## config.mk

```make
export PLATFORM = sky130hd
export DESIGN_NAME = ov7670_pattern_tx
export DESIGN_NICKNAME = d
export VERILOG_FILES = /design/src/rtl/ov7670_pattern_tx.sv
export SDC_FILE = /design/constraint.sdc
export NUM_CORES = 1
export LEC_CHECK = 0
export ABC_AREA = 1
export CAP_MARGIN = 20
export CELL_PAD_IN_SITES_DETAIL_PLACEMENT = 0
export CELL_PAD_IN_SITES_GLOBAL_PLACEMENT = 1
export CORE_UTILIZATION = 46
export CTS_BUF_LIST = sky130_fd_sc_hd__clkbuf_8
export DETAILED_ROUTE_END_ITERATION = 8
export PLACE_DENSITY_LB_ADDON = 0.1
export SYNTH_ARGS = -nofsm -noshare
export SYNTH_HDL_FRONTEND = slang
export SYNTH_SLANG_ARGS = --single-unit
```

## constraint.sdc

```tcl
create_clock -name clk -period 5.2 [get_ports clk]
set_input_delay 1.04 -clock clk [delete_from_list [all_inputs] [get_ports clk]]
set_output_delay 1.04 -clock clk [all_outputs]
set_load 0.1 [all_outputs]
```

## src/rtl/ov7670_pattern_tx.sv

```systemverilog
// ov7670_pattern_tx: DVP test-pattern source emitting frames in ov7670_capture format
// (vsync pulse, back porch, active lines of RGB444 byte pairs, front porch).
// Patterns: 0 colour bars, 1 ramp, 2 checkerboard, 3 solid colour.
// Optional build macro OV7670_PATTERN_TX_FRAME_CNT_EN stamps an 8-bit frame count
// into pixel (0,0) of every frame.
module ov7670_pattern_tx #(
  parameter int unsigned H_PIXELS    = 320,
  parameter int unsigned V_LINES     = 240,
  parameter int unsigned H_BLANK     = 144,
  parameter int unsigned VSYNC_LINES = 3,
  parameter int unsigned V_BACK      = 17,
  parameter int unsigned V_FRONT     = 10
) (
  input  logic        clk,
  input  logic        reset,
  input  logic        enable,
  input  logic [1:0]  pattern_sel,
  input  logic [11:0] solid_rgb,
  output logic        vsync,
  output logic        href,
  output logic [7:0]  data,
  output logic        frame_done,
  output logic        busy
);

  localparam int unsigned LineLen  = 2 * H_PIXELS + H_BLANK;
  localparam int unsigned ActBytes = 2 * H_PIXELS;
  localparam int unsigned CW       = $clog2(LineLen);
  localparam int unsigned Max1     = (VSYNC_LINES > V_BACK) ? VSYNC_LINES : V_BACK;
  localparam int unsigned Max2     = (V_LINES > V_FRONT) ? V_LINES : V_FRONT;
  localparam int unsigned MaxLines = (Max1 > Max2) ? Max1 : Max2;
  localparam int unsigned LW       = (MaxLines > 1) ? $clog2(MaxLines) : 1;
  localparam int unsigned BarW     = H_PIXELS / 8;
  localparam int unsigned BCW      = (BarW > 1) ? $clog2(BarW) : 1;

  localparam logic [CW-1:0]  ColLast    = CW'(LineLen - 1);
  localparam logic [CW-1:0]  ColAct     = CW'(ActBytes);
  localparam logic [LW-1:0]  VsyncLast  = LW'(VSYNC_LINES - 1);
  localparam logic [LW-1:0]  VbackLast  = LW'(V_BACK - 1);
  localparam logic [LW-1:0]  ActiveLast = LW'(V_LINES - 1);
  localparam logic [LW-1:0]  VfrontLast = LW'(V_FRONT - 1);
  localparam logic [BCW-1:0] BarLast    = BCW'(BarW - 1);

  typedef enum logic [2:0] {StIdle, StVsync, StVback, StActive, StVfront} state_e;

  state_e         state_q, state_d;
  logic [CW-1:0]  col_q, col_d;
  logic [LW-1:0]  line_q, line_d;
  logic [LW-1:0]  line_lim;
  logic [BCW-1:0] bar_cnt_q, bar_cnt_d;
  logic [2:0]     bar_q, bar_d;
  logic [1:0]     pat_q;
  logic [11:0]    solid_q;
  logic           href_d;
  logic [3:0]     x_hi;
  logic           y4;
  logic [11:0]    pat_rgb;
  logic [11:0]    rgb;
  logic [7:0]     data_d;
  logic           frame_done_d;

  assign busy = (state_q != StIdle);

  // Frame sequencer: byte-column and line counters drive the state walk.
  always_comb begin
    state_d = state_q;
    col_d   = col_q;
    line_d  = line_q;
    unique case (state_q)
      StVsync:  line_lim = VsyncLast;
      StVback:  line_lim = VbackLast;
      StActive: line_lim = ActiveLast;
      StVfront: line_lim = VfrontLast;
      default:  line_lim = '0;
    endcase
    if (state_q == StIdle) begin
      col_d  = '0;
      line_d = '0;
      if (enable) state_d = StVsync;
    end else if (col_q != ColLast) begin
      col_d = col_q + CW'(1);
    end else begin
      col_d = '0;
      if (line_q != line_lim) begin
        line_d = line_q + LW'(1);
      end else begin
        line_d = '0;
        unique case (state_q)
          StVsync:  state_d = StVback;
          StVback:  state_d = StActive;
          StActive: state_d = StVfront;
          StVfront: state_d = enable ? StVsync : StIdle;
          default:  state_d = StIdle;
        endcase
      end
    end
  end

  // Pixel datapath, evaluated for the position the next cycle will present.
  always_comb begin
    href_d    = (state_d == StActive) && (col_d < ColAct);
    bar_cnt_d = bar_cnt_q;
    bar_d     = bar_q;
    if (col_d == '0) begin
      bar_cnt_d = '0;
      bar_d     = '0;
    end else if (href_d && !col_d[0]) begin
      // Even byte starts a new pixel; step the bar without dividing x.
      if (bar_cnt_q == BarLast) begin
        bar_cnt_d = '0;
        bar_d     = bar_q + 3'd1;
      end else begin
        bar_cnt_d = bar_cnt_q + BCW'(1);
      end
    end
    x_hi = 4'(col_d >> 3);  // x[5:2], since x = col >> 1
    y4   = 1'(line_d >> 4);
    unique case (pat_q)
      2'd0:    pat_rgb = {{4{bar_d[2]}}, {4{bar_d[1]}}, {4{bar_d[0]}}};
      2'd1:    pat_rgb = {x_hi, x_hi, x_hi};
      2'd2:    pat_rgb = (x_hi[2] ^ y4) ? 12'hFFF : 12'h000;
      default: pat_rgb = solid_q;
    endcase
    if (!href_d)      data_d = 8'h00;
    else if (!col_d[0]) data_d = {4'h0, rgb[11:8]};
    else              data_d = rgb[7:0];
    frame_done_d = (state_d == StVfront) && (col_d == ColLast) && (line_d == VfrontLast);
  end

`ifdef OV7670_PATTERN_TX_FRAME_CNT_EN
  logic [7:0] frame_cnt_q;
  logic       first_pix;

  // Frame counter, advanced once per completed frame.
  always_ff @(posedge clk) begin
    if (reset)           frame_cnt_q <= 8'd0;
    else if (frame_done) frame_cnt_q <= frame_cnt_q + 8'd1;
  end

  assign first_pix = (state_d == StActive) && (line_d == '0) && (col_d < CW'(2));
  assign rgb       = first_pix ? {frame_cnt_q, 4'h0} : pat_rgb;
`else
  assign rgb = pat_rgb;
`endif

  // State, counters, pattern latch and registered DVP outputs.
  always_ff @(posedge clk) begin
    if (reset) begin
      state_q    <= StIdle;
      col_q      <= '0;
      line_q     <= '0;
      bar_cnt_q  <= '0;
      bar_q      <= '0;
      pat_q      <= '0;
      solid_q    <= '0;
      vsync      <= 1'b0;
      href       <= 1'b0;
      data       <= 8'h00;
      frame_done <= 1'b0;
    end else begin
      state_q    <= state_d;
      col_q      <= col_d;
      line_q     <= line_d;
      bar_cnt_q  <= bar_cnt_d;
      bar_q      <= bar_d;
      vsync      <= (state_d == StVsync);
      href       <= href_d;
      data       <= data_d;
      frame_done <= frame_done_d;
      // Pattern choice is frozen per frame.
      if (state_d == StVsync && state_q != StVsync) begin
        pat_q   <= pattern_sel;
        solid_q <= solid_rgb;
      end
    end
  end

endmodule

```

==> run summary, run 1 <==
Pleak: 1.380 nW
Synth cell types: 36
# resized after CTS: 0
GRT Overall Usage: 0.2107
DRT Wirelength: 6.429 mm
Pins Over Slew Limit: 0
Ys flop type: dfxtp_1
Worst Path Arrival: 2300 ps
First-pass iteration count of the detailed router: 4
First-pass GRT wire length: 10.68 mm
Critical path endpoint category: output pin
FF+latch count, synth: 55
Final min period: 3341 ps
Post-synth top area share: 0.3808
Critical-path top delay cell: clkdlybuf4s50_1
Share of layout cells above drive strength 1: 0.08539
FFs w/ async S/R, synth: 0
Chip width: 81.29 µm
Area Overhead vs Synth: 15.58%
Post-synthesis sequential area ratio: 0.3808
Worst setup SP type: flop
Slew @ Worst Pin: 976.3 ps
CP max stage delay: 1140 ps
Core area: 0.005991 mm²
Setup Buffers After CTS: 0
Hold WC Path Type: flop to flop
CTS hold repair buffers: 0
Clk sinks: 55
# diodes: 0
PD cells: 268.5 mW/mm²
Crit-path max FO: 7
Final period util: 0.6425
Top-count cell post-synth: nand2_1
Largest net degree at the start of global routing: 29
Global route total overflow: 0
R2r setup slk: 2320 ps
Vias in the first global route: 2,327
List of most frequent post-synthesis cells: nand2_1, inv_1, dfxtp_1, nor2_1, a21oi_1
Yosys warning count: 0
Ranking of synthesized cells by area: dfxtp_1, nand2_1, inv_1
Status: complete, no violations
H-tree levels: 2
DP HPWL: 4.997 mm
DR vias: 2,586
Ports: 29
Antenna viol nets, final: 0
Layout Nets: 465
WS Path Type: flop to output pin
Die H: 81.29 µm
CP Data Required Time: 4160 ps
Worst slew margin: 0.3471
Initial detailed-routing violation count: 104
RSZ-0062 raised after global routing: false
Antenna violations before repair: 0
Syn Nets: 438
Skew final: 7.114 ps
Port bufs: 28
Worst path cell trace: nor2_1 -> inv_1 -> nor2_4 -> inv_4 -> clkdlybuf4s50_1
Later-pin clock latency in the skew report: 310 ps
Mapped Cells: 417
Hold_ws: 455.6 ps
EDFF count, synth: 0
RD Place Congestion: 0.8452
Max Fclk: 299.3 MHz
Setup TNS: 0 ps
Avg Inst Size Synth: 6.934 µm²
Setup-failing EPs final: 0
Leading area contributor after synthesis: dfxtp_1
Die area: 0.006607 mm²
Max clock buf depth: 2
Post-Syn Area: 0.002892 mm²
Starting Density: 0.4827
# rows: 28
Clock transition at path regs: 100 ps
Final hold violations: 0
Residual DRC: 0
Max Cap Viol: 0
# fillers: 624
Maximum vdd drop: 0.1615 mV
Root buffer cell: clkbuf_8
Wire length per cell: 12.36 µm
CTS tree: done
Via density: 4.973
Cts bufs inserted: 5
## path summary, 6_finish.rpt
kind / start / end / cells after the start
max: state_q[0]$_SDFF_PP0_ / busy / 5
min: solid_q[5]$_SDFFE_PP0P_ / solid_q[5]$_SDFFE_PP0P_ / 2
min reg2reg: solid_q[5]$_SDFFE_PP0P_ / solid_q[5]$_SDFFE_PP0P_ / 2
max reg2reg: col_q[0]$_SDFF_PP0_ / data[0]$_SDFF_PP0_ / 16
## kinds of logic (layout without fill, tap and decap cells)
family,Yosys count,after routing,synth area share
AO/OA/AOI/OAI,70,70,0.1298
XOR/XNOR,8,8,0.02423
adder cells (fa/ha/maj),4,4,0.01731
buffers and inverters,74,102,0.1004
flip-flops,55,55,0.3808
AND/OR/NAND/NOR,206,206,0.3475
## critical path, delay by kind of cell, from the launching register on
family        cells  cell delay, ps
buf+inv           3            1360
flops             1             470
simple gates      2             150
## metal layers
| metal | share of wire | vias to the layer above | GRT usage |
|---|---|---|---|
| li1 | - | 1395 | - |
| met1 | 0.51 | 1144 | 0.2916 |
| met2 | 0.45 | 39 | 0.3367 |
| met3 | 0.027 | 8 | 0.03596 |
| met4 | 0.013 | 0 | 0.05357 |
| met5 | 0 | - | 0 |
## flip-flops by register name, summed over array words and instances (netlist names)
| signal | cells |
|---|---|
| solid_q | 12 |
| col_q | 10 |
| frame_done | 1 |
| data | 8 |
| line_q | 8 |
| bar_q | 3 |
| vsync | 1 |
| bar_cnt_q | 6 |
| href | 1 |
| state_q | 3 |
| pat_q | 2 |
## stage by stage
stage	std cells	utilization	power (mW)	setup WS [ps]	cell area [µm²]
detailed placement	512	0.5391	0.6188	2128	3229
global route	520	0.5579	0.9373	1779	3342
floorplan	417	-	0.5786	3030	2892
finish	520	0.5579	0.8972	1859	3342
global placement	512	0.5391	0.6151	2217	3229
CTS	520	0.5579	0.9029	1856	3342
## placed cells by master (no fill, tap or decap), drive strengths merged
master          n
o21bai          1
clkdlybuf4s50  28
or2             1
nand4          13
inv            64
o21ai          31
o22ai           1
clkbuf          5
o211ai          1
clkinv          3
nor2           59
dfxtp          55
nand3          25
xnor2           3
nand2          90
a21o            1
bufinv          1
ha              4
xor2            5
nor4            1
nor3b           2
o221ai          2
a21oi          33
nor3           15
buf             1
## power by group
part	internal [mW]	switching, mW	total (mW)
clock network	0.144	0.144	0.288
registers	0.444	0.0150	0.459
logic	0.0464	0.104	0.150
## final cells by class
type	count	area, µm²	area share
Clock inverter	3	43.79	0.01310
Tap cell	75	93.84	0.02808
Inverter	65	246.5	0.07375
Clock buffer	5	68.82	0.02059
Timing Repair Buffer	29	287.8	0.08611
Sequential cell	55	1101	0.3295
Multi-Input combinational cell	288	1500	0.4489
Note: power is estimated with default switching activity, not from simulation.
==> inputs of run 2 (changes only) <==
--- a/config.mk
+++ b/config.mk
@@ -9,7 +9,7 @@
 export CAP_MARGIN = 20
 export CELL_PAD_IN_SITES_DETAIL_PLACEMENT = 0
 export CELL_PAD_IN_SITES_GLOBAL_PLACEMENT = 1
-export CORE_UTILIZATION = 46
+export CORE_UTILIZATION = 38
 export CTS_BUF_LIST = sky130_fd_sc_hd__clkbuf_8
 export DETAILED_ROUTE_END_ITERATION = 8
 export PLACE_DENSITY_LB_ADDON = 0.1
==> constraint.sdc (replaced) <==
create_clock -name clk -period 2.9 [get_ports clk]
set_input_delay 0.58 -clock clk [delete_from_list [all_inputs] [get_ports clk]]
set_output_delay 0.58 -clock clk [all_outputs]
set_load 0.1 [all_outputs]
==> run summary, run 2 (synthesized netlist as in run 1, its figures left out) <==
Crit-path max FO: 8
# rows: 31
Final min period: 2567 ps
Critical path endpoint category: flop
Worst Path Arrival: 2770 ps
Max Cap Viol: 0
GRT Overall Usage: 0.1782
Max reg flops: 12
# resized after CTS: 0
DRT Wirelength: 6.540 mm
Switching Share: 0.2760
Area Overhead vs Synth: 17.09%
Core area: 0.007292 mm²
Setup-failing EPs final: 0
Layout Utilization: 0.4643
Max clock buf depth: 2
Clock transition at path regs: 100 ps
Maximum vdd drop: 0.2243 mV
P_sw: 0.4681 mW
DP HPWL: 5.019 mm
Worst slew margin: 0.5998
Hold_ws: 450.6 ps
First-pass GRT wire length: 10.90 mm
Pleak: 1.423 nW
Max Fclk: 389.5 MHz
Most frequent cells in the layout: nand2_1, inv_1, dfxtp_1
CTS tree: done
Die area: 0.007962 mm²
Most common cell after layout, fill and taps aside: nand2_1
Wire length per cell: 11.98 µm
Biggest registers after layout: solid_q: 12 flops, col_q: 10 flops
PD cells: 501.0 mW/mm²
HP Start: solid_q[10]$_SDFFE_PP0P_
Port bufs: 28
Cts bufs inserted: 5
Critical R2R Launch: state_q[1]$_SDFF_PP0_
Worst r2r dst: data[0]$_SDFF_PP0_
Final hold violations: 0
R2r worst-path depth: 15
Initial detailed-routing violation count: 78
Sequential fraction of design power: 0.485
Hold WC Path Type: flop to flop
Vias in the first global route: 2,344
Clk sinks: 55
First-pass iteration count of the detailed router: 4
Final period util: 0.8852
Slew @ Worst Pin: 597.4 ps
RD Place Congestion: 0.8082
Clock share of power: 0.351
WS Path Type: flop to flop
DR vias: 2,602
Global route total overflow: 0
Residual DRC: 0
Hold path depth: 2
RSZ-0062 raised after global routing: false
Pins Over Slew Limit: 0
Setup Buffers After CTS: 0
Share of layout cells above drive strength 1: 0.1141
WHS Endpoint: solid_q[10]$_SDFFE_PP0P_
Root buffer cell: clkbuf_8
Starting Density: 0.3965
Status: complete, no violations
Skew final: 6.771 ps
CP Data Required Time: 3100 ps
Layout Nets: 467
Ports: 29
Largest net degree at the start of global routing: 27
Antenna viol nets, final: 0
Worst setup SP type: flop
Via density: 4.766
CTS hold repair buffers: 0
Most flops, register: solid_q
R2r setup slk: 330 ps
Setup TNS: 0 ps
Logic gate share of total power: 0.164
# diodes: 0
Die H: 89.23 µm
Pint: 1.228 mW
Chip width: 89.23 µm
Antenna violations before repair: 0
H-tree levels: 2
Later-pin clock latency in the skew report: 310 ps
run 2: worst max-delay path by stage:
stage / startpoint / to / slack (ps) / cells after the start
after detailed placement: col_q[0]$_SDFF_PP0_ / solid_q[2]$_SDFFE_PP0P_ / 240 / 12
final: state_q[1]$_SDFF_PP0_ / data[0]$_SDFF_PP0_ / 330 / 15
after floorplan: col_q[0]$_SDFF_PP0_ / pat_q[0]$_SDFFE_PP0P_ / 730 / 13
after global placement: state_q[1]$_SDFF_PP0_ / solid_q[3]$_SDFFE_PP0P_ / 260 / 13
after CTS: col_q[0]$_SDFF_PP0_ / solid_q[2]$_SDFFE_PP0P_ / 230 / 12
after global routing: col_q[0]$_SDFF_PP0_ / data[3]$_SDFF_PP0_ / 30 / 16
run 2: final cells by class:
type,count,area (µm²)
multi-input combinational,288,1509
timing repair buffer,31,272.8
sequential,55,1101
clock buffer,5,68.82
inverter,65,246.5
tap,99,123.9
fill,803,3906
clock inverter,3,63.81
run 2: power by group through the flow:
stage / combinational (mW) / sequential (mW) / clock [mW]
2_1_floorplan: 0.191 / 0.847 / 0
3_3_place_gp: 0.279 / 0.841 / 0
3_5_place_dp: 0.276 / 0.841 / 0
4_1_cts: 0.277 / 0.823 / 0.618
5_1_grt: 0.313 / 0.829 / 0.646
6_report: 0.278 / 0.823 / 0.596
run 2: per-stage QoR:
stage / area (µm²) / instances / setup WS [ps] / power, mW
2_1_floorplan: 2892 / 417 / 735.0 / 1.038
3_3_place_gp: 3244 / 538 / 256.2 / 1.120
3_5_place_dp: 3244 / 538 / 244.5 / 1.117
4_1_cts: 3377 / 546 / 229.5 / 1.719
5_1_grt: 3386 / 546 / 26.01 / 1.788
6_report: 3386 / 546 / 332.8 / 1.696
run 2: per-layer routing:
metal / vias up / global-route usage / share of wire
li1: 1396 / - / -
met1: 1143 / 0.2419 / 0.50
met4: 0 / 0.03608 / 0.0047
met2: 59 / 0.2977 / 0.45
met3: 4 / 0.03139 / 0.044
met5: - / 0 / 0
run 2: worst max-delay path: stages, from the launching register on:
cell	delay [ps]
dfxtp_1	610
nand3_2	210
nand2_1	110
nand2_1	60
nor2_2	100
nand3_1	110
nand2_1	130
nand2_1	200
nand3_1	220
nand2_1	70
nand4_1	150
nand2_1	70
nor2_1	200
nand2_1	90
nand2_1	60
a21oi_1	50
